**src/rtl/rr_arb_mux.sv**
```systemverilog
// N-channel round-robin arbitrating multiplexer with a registered valid/ready output stage.
// Define ARB_MUX_PACKET_EN to hold the grant on one channel until its in_last beat.
module rr_arb_mux #(
  parameter int WIDTH = 16,
  parameter int N = 4,
  localparam int CW = $clog2(N)
) (
  input  logic               clk,
  input  logic               rst,
  input  logic [N-1:0]       in_valid,
  input  logic [N*WIDTH-1:0] in_data,
  input  logic [N-1:0]       in_last,
  output logic [N-1:0]       in_ready,
  output logic               out_valid,
  output logic [WIDTH-1:0]   out_data,
  output logic [CW-1:0]      out_chan,
  input  logic               out_ready
);

  logic [CW-1:0]    ptr;
  logic [CW-1:0]    grant_idx;
  logic [CW-1:0]    next_ptr;
  logic             grant_valid;
  logic             load;
  logic [N-1:0]     eligible;
  logic [WIDTH-1:0] sel_data;

`ifdef ARB_MUX_PACKET_EN
  logic          lock;
  logic [CW-1:0] lock_chan;

  // While a packet is open only its owner may be granted.
  always_comb begin
    eligible = in_valid;
    if (lock) eligible = in_valid & ({{(N-1){1'b0}}, 1'b1} << lock_chan);
  end
`else
  logic unused_last;
  assign unused_last = ^in_last;
  assign eligible    = in_valid;
`endif

  assign load = !out_valid || out_ready;

  // Search from ptr upward, wrapping at N-1 so non-power-of-two N never indexes past N-1.
  always_comb begin
    logic [CW:0]   sum;
    logic [CW-1:0] pos;
    grant_valid = 1'b0;
    grant_idx   = '0;
    sum         = '0;
    pos         = '0;
    for (int k = 0; k < N; k++) begin
      sum = {1'b0, ptr} + (CW+1)'(k);
      if (sum >= (CW+1)'(N)) sum = sum - (CW+1)'(N);
      pos = sum[CW-1:0];
      if (!grant_valid && eligible[pos]) begin
        grant_valid = 1'b1;
        grant_idx   = pos;
      end
    end
  end

  always_comb begin
    sel_data = '0;
    for (int k = 0; k < N; k++) begin
      if (grant_idx == CW'(k)) sel_data = in_data[k*WIDTH +: WIDTH];
    end
  end

  always_comb begin
    in_ready = '0;
    if (load && grant_valid && !rst) in_ready[grant_idx] = 1'b1;
  end

  assign next_ptr = (grant_idx == CW'(N-1)) ? '0 : grant_idx + CW'(1);

  always_ff @(posedge clk) begin
    if (rst) begin
      out_valid <= 1'b0;
      out_data  <= '0;
      out_chan  <= '0;
      ptr       <= '0;
`ifdef ARB_MUX_PACKET_EN
      lock      <= 1'b0;
      lock_chan <= '0;
`endif
    end else if (load) begin
      if (grant_valid) begin
        out_valid <= 1'b1;
        out_data  <= sel_data;
        out_chan  <= grant_idx;
`ifdef ARB_MUX_PACKET_EN
        // Fairness rotation happens only once a packet has closed.
        if (in_last[grant_idx]) begin
          ptr  <= next_ptr;
          lock <= 1'b0;
        end else begin
          lock      <= 1'b1;
          lock_chan <= grant_idx;
        end
`else
        ptr <= next_ptr;
`endif
      end else begin
        out_valid <= 1'b0;
      end
    end
  end

endmodule
```
**config.mk**
```make
export PLATFORM = sky130hd
export DESIGN_NAME = rr_arb_mux
export DESIGN_NICKNAME = d
export VERILOG_FILES = /design/src/rtl/rr_arb_mux.sv
export SDC_FILE = /design/constraint.sdc
export NUM_CORES = 1
export LEC_CHECK = 0
export BUFFER_PORTS_ARGS = -buffer_cell sky130_fd_sc_hd__clkbuf_2
export CORE_ASPECT_RATIO = 1.4
export CORE_MARGIN = 4
export CORE_UTILIZATION = 47
export CTS_BUF_LIST = sky130_fd_sc_hd__clkbuf_2 sky130_fd_sc_hd__clkbuf_4 sky130_fd_sc_hd__clkbuf_8
export DETAILED_ROUTE_END_ITERATION = 10
export MAX_ROUTING_LAYER = met4
export PLACE_DENSITY = 0.93
export SYNTH_ARGS = -nofsm -noshare
export SYNTH_HDL_FRONTEND = slang
export SYNTH_SLANG_ARGS = --single-unit
```
**constraint.sdc**
```tcl
create_clock -name clk -period 5.3 [get_ports clk]
set_input_delay 0.53 -clock clk [delete_from_list [all_inputs] [get_ports clk]]
set_output_delay 0.53 -clock clk [all_outputs]
set_load 0.03 [all_outputs]
```
# Yosys cells after proc, flatten, opt, wreduce, memory -nomap -nowiden
# Cells that the tools add are included.
[op_classes]
n_shift = 0
n_mul = 0
magnitude_cmp = 10
mux = 29
n_reduce_logical = 14
n_div = 0
bitwise = 0
n_eq_ne = 3
n_addsub = 8
[ops]
columns = ["cell", "count"]
rows = [
  ["$mux 16", 4],
  ["$mux 2", 9],
  ["$lt 2x3->1 const B", 5],
  ["$mux 1", 10],
  ["$ge 3x3->1 const B", 3],
  ["$bmux 1 s2", 4],
  ["$sub 2x1->2 const B", 4],
  ["$add 2x2->3 const B", 2],
  ["$logic_and 1x1->1", 6],
  ["$logic_not 1->1", 5],
  ["$eq 2x2->1 const B", 2],
  ["$mux 4", 1],
  ["$add 2x1->3 const B", 1],
  ["$ge 2x3->1 const B", 1],
  ["$add 2x1->2 const B", 1],
  ["$demux 1 s2", 1],
  ["$eq 2x1->1 const B", 1],
  ["$ge 2x1->1 const B", 1],
  ["$logic_not 2->1", 1],
  ["$reduce_and 2->1", 1],
  ["$logic_or 1x1->1", 1],
]
[totals]
inputBits = 75
latchBits = 0
ff_bits = 21
rom_bits = 0
ram_bits = 0
output_inout_bits = 23
mem_count = 0
word_cells = 68

# Depth between registers and ports, before layout
# Gate-level depths: netlist (run 1).
[depth]
depth_word = 19
mapped_depth = 11
mapped_depth_nobuf = 9

# Worst setup path before layout (run 1)
# No wires, ideal clock.
[synth_timing]
path_type = "input port to output port"
from = "input port in_valid[1]"
to = "output port in_ready[3]"
path_stages = 7
required_time_ns = 4.770
n_path_buf = 2
slack_ns = 2.669
arrival_ns = 2.101
cell_sequence = "nand2b_1 > a21oi_1 > nor4_1 > ha_1 > clkbuf_1 > clkbuf_1 > and2_1"
[synth_via]
elab_chain_cells = 17
elab_cells_between_ends = 30
cone_classes = "2 x order compare; 19 x mux; 9 x reduce/logical"
[synth_lines]
columns = ["element", "line", "text"]
rows = [
  ["from (decl)", "10", "input logic [N-1:0] in_valid,"],
  ["$bmux 1 s2", "57", "if (!grant_valid && eligible[pos]) begin"],
  ["$mux 1 (implied by the code)", "57", ""],
  ["$mux 1", "57", ""],
  ["$logic_not 1->1", "57", ""],
  ["$logic_and 1x1->1", "57", ""],
  ["$mux 1", "57", ""],
  ["$logic_not 1->1", "57", ""],
  ["$logic_and 1x1->1", "57", ""],
  ["[... 2 more ...]", "-", ""],
  ["$logic_and 1x1->1", "57", ""],
  ["$mux 2 *", "57", ""],
  ["named net grant_idx[0]", "21", "logic [CW-1:0] grant_idx;"],
  ["$lt 2x3->1 (implied by the code) or $ge 2x1->1 (tied branches)", "73", "if (load && grant_valid && !rst) in_ready[grant_idx] = 1'b1;"],
  ["$logic_and 1x1->1 (implied by the code)", "73", ""],
  ["$mux 1 (implied by the code)", "73", ""],
  ["$demux 1 s2 *", "73", ""],
  ["$mux 4 *", "73", ""],
  ["to (decl)", "13", "output logic [N-1:0] in_ready,"],
]
# Mark *: on every way through the listed nets, which the timed path passes. The rest lies on a longest branch. The select of a mux whose other input is x is not followed.

# Worst setup path in the final report (run 1)
[layout_timing]
from = "register ptr[1]"
to = "output port in_ready[1]"
[layout_via]
elab_chain_cells = 19
elab_cells_between_ends = 45
cone_classes = "7 x add/sub; 6 x order compare; 23 x mux; 9 x reduce/logical"
[layout_lines]
columns = ["element", "line", "text"]
rows = [
  ["from (decl)", "20", "logic [CW-1:0] ptr;"],
  ["from (signal assigned)", "103", "ptr <= next_ptr;"],
  ["parallel branches: the longest is 13 deep, another holds $add 2x1->3", "-", ""],
  ["$mux 2 *", "57", ""],
  ["named net grant_idx[0]", "21", ""],
  ["$lt 2x3->1 (implied by the code) or $ge 2x1->1 (tied branches)", "73", ""],
  ["$logic_and 1x1->1 (implied by the code)", "73", ""],
  ["$mux 1 (implied by the code)", "73", ""],
  ["$demux 1 s2 *", "73", ""],
  ["$mux 4 *", "73", ""],
]
# Mark *: on every way through the listed nets, which the timed path passes. The select of a mux whose other input is x is not followed.

==> results of run 1 <==
[cell families after synthesis]
group	Yosys count	synth area share (%)
AOI/OAI and AO/OA	58	26.9
adders and majority gates	4	3.39
DFF	21	28.5
buffers and inverters	38	12.2
and+or+nand+nor	69	28.3
muxes	1	0.679
[through the flow]
| stage | area [µm²] | hold WS [ns] | std cells | power, µW | util, % |
|---|---|---|---|---|---|
| CTS | 1930 | 0.469 | 307 | 611 | 65.8 |
| global route | 1930 | 0.485 | 307 | 649 | 65.8 |
| global placement | 1890 | 0.446 | 303 | 501 | 64.2 |
| floorplan | 1480 | 0.500 | 191 | 429 | - |
| detailed placement | 1890 | 0.459 | 303 | 510 | 64.2 |
| finish | 1930 | 0.463 | 307 | 606 | 65.8 |
[final cells by class]
cell class	count	area (µm²)
inverters	19	71.3
fillers	298	1000
repair buffers	94	473
well taps	37	46.3
multi-input cells	132	875
clock inverters	1	5.00
clock buffers	3	41.3
flip-flops and latches	21	420
[placed cells by master (no fill, tap or decap)]
cell       n
o22ai_1    1
dfxtp_1   21
nor4_1     2
nor3_1    13
nor3b_1    1
clkbuf_8   3
and2_1     5
nand2b_1   2
clkbuf_2  93
or4_1      1
nand3b_1  17
nor2_2     3
buf_4      1
nand2_2    1
a211oi_1  16
nand2_1    4
mux2i_1    1
o31ai_1    1
ha_1       4
or4_4      1
a21oi_1   23
inv_1     19
a221oi_1  16
nor3_2     3
clkinv_2   1
nor2_1    14
and2_4     1
o21a_1     1
nor2_4     1
[metal layers]
metal	track usage, %	share of wire (%)
met3	2.43	6.9
met2	39.2	56
met4	8.11	1.7
met5	-	0
met1	22.3	36
[where the power goes]
part / switching, µW / internal [µW] / leakage [µW]
registers: 16.7 / 184 / 0.000174
logic: 185 / 120 / 0.000749
clock network: 48.7 / 52.2 / 0.0000255
total: 250 / 356 / 0.000949
[worst min-delay path by stage]
stage                             end  depth (start not counted)  slack [ns]
after floorplan                ptr[1]                          2        0.50
final                     out_chan[0]                          2        0.46
after detailed placement  out_chan[0]                          2        0.46
after global placement    out_chan[0]                          2        0.45
after CTS                 out_chan[0]                          2        0.47
after global routing      out_chan[0]                          2        0.49
[worst max-delay path: stages, from the launching register on]
cell and delay (ns):
dfxtp_1 0.45, mux2i_1 0.21, nor2_1 0.06, nor4_1 0.41, ha_1 0.86, and2_1 0.24
clkbuf_2 0.21
[registers in the layout, indices dropped and copies added, names as in the netlist]
register and count:
out_chan 2, out_data 16, out_valid 1, ptr 2
==> results by group, run 1 <==
Worst setup path
  • Critical Path Start: ptr[1]
  • Reg-to-reg slack, setup: 2.35 ns
  • Worst Setup End Kind: output port
  • Crit path launch type: register
  • Crit path DAT: 2.69 ns
  • CP endpoint: in_ready[1]
  • FF-to-FF path depth: 8
  • Reg2reg end: out_data[12]
  • Crit path kind: register to output port
  • Worst EP required: 4.77 ns
  • Crit-path max FO: 33
  • R2R Path Start: ptr[1]

Clock network
  • CTS root buffer: clkbuf_8
  • PostCTS Resize Cnt: 0
  • Post-CTS Setup Bufs: 0
  • CTS tree: yes
  • H-tree depth: 1
  • Hold Buf Count CTS: 0
  • Clock latency on the worst-skew pair: 0.25 ns
  • CTS Buffer Depth: 2
  • CTS sink cnt: 21
  • CTS buffer count: 3
  • Clk slew on worst S/H paths: 0.07 ns

Drt
  • DRC: 0
  • Routed len/inst: 13.9 µm
  • ANT nets after route: 0
  • Drt first-iter violations: 39
  • Final WL: 4.26 mm
  • Via density: 5.57
  • Drt pass-1 iters: 4
  • Vias: 1709

STA
  • Final worst slack: 2.08 ns
  • Fin crit period: 3.22 ns
  • F_max: 311 MHz
  • RSZ-0062 raised after global routing: false
  • Final Cycle Share: 60.7%
  • Layout Skew: 0.00175 ns
  • Setup TNS: 0 ns
  • Final setup viols: 0
  • Tightest Pin Transition: 1.10 ns
  • Max_slew headroom: 26.6%
  • Hold Fails Final Rpt: 0
  • Max Slew Vio Count: 0

Die
  • Core area: 2940 µm²
  • Die area: 4110 µm²
  • Die Height: 74.3 µm
  • Top-level port count: 98
  • DIE WIDTH: 55.4 µm
  • Cell row count: 23
  • Initial Utilization: 50.3%

Run status
  • Status: finished, final reports clean

Global route
  • Vias in the first global route: 1524
  • Largest net degree at the start of global routing: 34
  • Global-route usage over all layers: 20.8%
  • GR Overflow Total: 0
  • First-pass GRT wire length: 6.69 mm
  • Initial antenna violation count: 0

Logic synthesis
  • Synth unique cells: 30
  • Top_reg_cell synth: dfxtp_1
  • Top cell type's share of synthesized area: 28.5%
  • Top cells by count, synth: a21oi_1 (23), dfxtp_1 (21), inv_1 (19), nand3b_1 (17)
  • Post-Syn Area per Cell: 7.72 µm²
  • EDFF count, synth: 0
  • Sequential area share after synthesis: 28.5%
  • Top-count cell post-synth: a21oi_1
  • Ys async rst share: 0%
  • Largest area contributor in the netlist: dfxtp_1
  • Cells after synthesis: 191
  • Syn. warnings: 0
  • Seq cells post-synth: 21
  • Top post-synthesis cells by area: dfxtp_1 (28%), a221oi_1 (9.5%), nand3b_1 (8.7%), a211oi_1 (8.1%), a21oi_1 (7.8%)
  • Post-synthesis net count: 270
  • Post-Syn Area: 1480 µm²

Final layout
  • Area Growth Syn to Fin: 31.0%
  • Layout cell share with drive strength beyond 1: 40.0%
  • N_diodes: 0
  • Total Nets Final: 350

Placement
  • I/O Buffers: 93
  • GPL Wtd Cong: 0.814
  • Post-Place Worst Slack: 2.07 ns
  • HPWL after DPL: 3.25 mm

Job
  • Max-cap violations: 0

Power
  • Leakage power: 0.000949 µW
  • PwrDens: 314 nW/µm²
  • Worst VDD drop: 0.158 mV

Min path
  • Worst min-delay path category: register to register
  • Hold Crit Start: out_chan[0]
Power figures use the tool's default switching activity.
==> inputs of run 2 (changes only) <==
--- a/config.mk
+++ b/config.mk
@@ -5,14 +5,15 @@
 export SDC_FILE = /design/constraint.sdc
 export NUM_CORES = 1
 export LEC_CHECK = 0
+export ABC_AREA = 1
 export BUFFER_PORTS_ARGS = -buffer_cell sky130_fd_sc_hd__clkbuf_2
 export CORE_ASPECT_RATIO = 1.4
 export CORE_MARGIN = 4
-export CORE_UTILIZATION = 47
+export CORE_UTILIZATION = 41
 export CTS_BUF_LIST = sky130_fd_sc_hd__clkbuf_2 sky130_fd_sc_hd__clkbuf_4 sky130_fd_sc_hd__clkbuf_8
 export DETAILED_ROUTE_END_ITERATION = 10
 export MAX_ROUTING_LAYER = met4
-export PLACE_DENSITY = 0.93
+export PLACE_DENSITY = 0.83
 export SYNTH_ARGS = -nofsm -noshare
 export SYNTH_HDL_FRONTEND = slang
 export SYNTH_SLANG_ARGS = --single-unit
==> constraint.sdc (replaced) <==
create_clock -name clk -period 2.65 [get_ports clk]
set_input_delay 0.265 -clock clk [delete_from_list [all_inputs] [get_ports clk]]
set_output_delay 0.265 -clock clk [all_outputs]
set_load 0.03 [all_outputs]
==> results by group, run 2 <==
Global route
  • First-pass GRT wire length: 7.16 mm
  • Global-route usage over all layers: 17.7%
  • Largest net degree at the start of global routing: 38
  • Initial antenna violation count: 0
  • Vias in the first global route: 1765
  • GR Overflow Total: 0

Logic synthesis
  • Post-synthesis net count: 370
  • Syn. warnings: 0
  • Top-count cell post-synth: nand2_1
  • Largest area contributor in the netlist: dfxtp_1
  • Top post-synthesis cells by area: dfxtp_1 (25%), nand2_1 (25%), nor2_1 (9.6%), o21ai_0 (8.2%), a21oi_1 (5.8%)
  • Post-Syn Area: 1650 µm²
  • Post-Synth XOR/XNOR Area: 0%
  • Cells after synthesis: 291
  • Top cells by count, synth: nand2_1 (111), nor2_1 (42), o21ai_0 (27), dfxtp_1 (21), a21oi_1 (19)
  • Largest family of logic cells by synthesized area: simple AND/OR/NAND/NOR gates
  • Ys async rst share: 0%
  • Top cell type's share of synthesized area: 25.5%
  • Compound-Gate Fraction of Synth Area: 16.4%
  • Top_reg_cell synth: dfxtp_1
  • Synth unique cells: 21
  • Sequential area share after synthesis: 25.5%
  • Post-Synth Adder-Cell Area: 3.03%
  • Multiplexer share of the synthesized area: 0%
  • Seq cells post-synth: 21
  • EDFF count, synth: 0
  • Post-Syn Area per Cell: 5.67 µm²
  • Simple-gate share of the synthesized area: 44.2%

Worst setup path
  • Worst EP required: 2.38 ns
  • Worst Setup End Kind: output port
  • Crit path DAT: 2.24 ns
  • Crit path kind: register to output port
  • Crit path launch type: register
  • FF-to-FF path depth: 23
  • Crit-path max FO: 17

Drt
  • Drt first-iter violations: 85
  • DRC: 0
  • Final WL: 4.56 mm
  • Via density: 4.55
  • Routed len/inst: 10.7 µm
  • Vias: 1938
  • Drt pass-1 iters: 4
  • ANT nets after route: 0

Die
  • Cell row count: 27
  • Initial Utilization: 42.1%
  • Top-level port count: 98
  • Core area: 3920 µm²
  • Die area: 5120 µm²
  • DIE WIDTH: 61.6 µm
  • Die Height: 83.0 µm

Placement
  • HPWL after DPL: 3.63 mm
  • Post-Place Worst Slack: -0.0334 ns
  • I/O Buffers: 93
  • GPL Wtd Cong: 0.909
  • Placed cell count: 420

Final layout
  • Cell Count, Final, Fillers Out: 426
  • Largest registers: out_data x16, out_chan x2, ptr x2
  • Biggest register: out_data
  • Layout cell share with drive strength beyond 1: 37.3%
  • Fin util: 60.0%
  • Area Growth Syn to Fin: 42.5%
  • N_diodes: 0
  • Largest register FFs: 16
  • Filler Cell Count: 400
  • Commonest cells after routing, fill and taps aside: nand2_1 (106), clkbuf_2 (91), nor2_1 (42)
  • Total Nets Final: 463
  • Multi-input gate area: 1140 µm²
  • Register area: 423 µm²
  • Most common cell after layout, fill and taps aside: nand2_1

Clock network
  • H-tree depth: 1
  • CTS tree: yes
  • CTS root buffer: clkbuf_8
  • CTS sink cnt: 21
  • Clk slew on worst S/H paths: 0.08 ns
  • Hold Buf Count CTS: 0
  • CTS Buffer Depth: 2
  • Clock latency on the worst-skew pair: 0.26 ns
  • CTS buffer count: 3

STA
  • Final setup viols: 0
  • Min Hold Slack: 0.183 ns
  • Tightest Pin Transition: 0.324 ns
  • Max Slew Vio Count: 0
  • Fin crit period: 2.50 ns
  • F_max: 400 MHz
  • Max_slew headroom: 78.4%
  • Hold Fails Final Rpt: 0
  • Final worst slack: 0.150 ns
  • Layout Skew: 0.00557 ns
  • Final Cycle Share: 94.4%

Min path
  • Hold path depth: 2
  • Worst min-delay path category: input pin to register

Power
  • Leakage power: 0.00138 µW
  • PwrDens: 1670 nW/µm²
  • Worst VDD drop: 1.33 mV
  • Tot Pwr: 3920 µW

Job
  • Max-cap violations: 0

Run status
  • Status: finished, final reports clean
run 2: cells by family (layout without fill, tap and decap cells):
family                     Yosys count  in the layout
adders and majority gates            4              4
AOI/OAI and AO/OA                   54             54
buffers and inverters               37            129
and+or+nand+nor                    175            175
DFF                                 21             21
run 2: critical path, cell delays in order, from the launching register on:
cell,delay (ns)
dfxtp_2,0.33
buf_12,0.13
inv_4,0.08
nand2_1,0.10
nand3_2,0.12
nand2_4,0.09
inv_2,0.06
nand2_1,0.05
nand2_1,0.07
nand2_2,0.07
a21oi_4,0.18
ha_4,0.19
buf_8,0.15
inv_1,0.05
nor2_1,0.10
clkbuf_4,0.20
run 2: final timing paths:
| check | to | start | slack (ns) |
|---|---|---|---|
| max | in_ready[1] | ptr[0] | 0.15 |
| min | ptr[0] | rst | 0.18 |
| max reg2reg | out_data[6] | ptr[0] | 0.19 |
| min reg2reg | out_data[13] | out_data[13] | 0.48 |
run 2: per-stage QoR:
stage	TNS, ns	instance area (µm²)
after global routing	-0.0366	2350
after CTS	-0.0443	2220
after floorplan	0	1650
final	0	2350
after detailed placement	-0.0461	2160
after global placement	0	2160
run 2: cell type report:
class                           count  share of cell area (%)
Inverter                           22                    3.73
Clock buffer                        3                    1.76
Sequential cell                    21                    18.0
Timing Repair Buffer              103                    25.3
Clock inverter                      1                   0.213
Multi-Input combinational cell    233                    48.7
Tap cell                           43                    2.29
run 2: what timing repair did:
| action | in CTS | in global routing |
|---|---|---|
| gates cloned | 0 | 0 |
| setup buffers | 0 | 2 |
| setup endpoints to repair | 14 | 19 |
| gates resized for setup | 3 | 32 |
| pin swaps | 0 | 7 |
run 2: power by group:
group	internal, µW	switching [µW]	total [µW]
logic	1260	1940	3200
clock network	105	99.7	204
registers	449	71.8	521
total	1810	2110	3920
run 2: metal layers:
layer / vias up / global-route usage [%] / routed length, µm
met1: 791 / 21.9 / 1900
met2: 57 / 29.6 / 2390
met3: 2 / 1.56 / 248
met5: - / - / 0
met4: 0 / 5.21 / 21
li1: 1088 / - / -
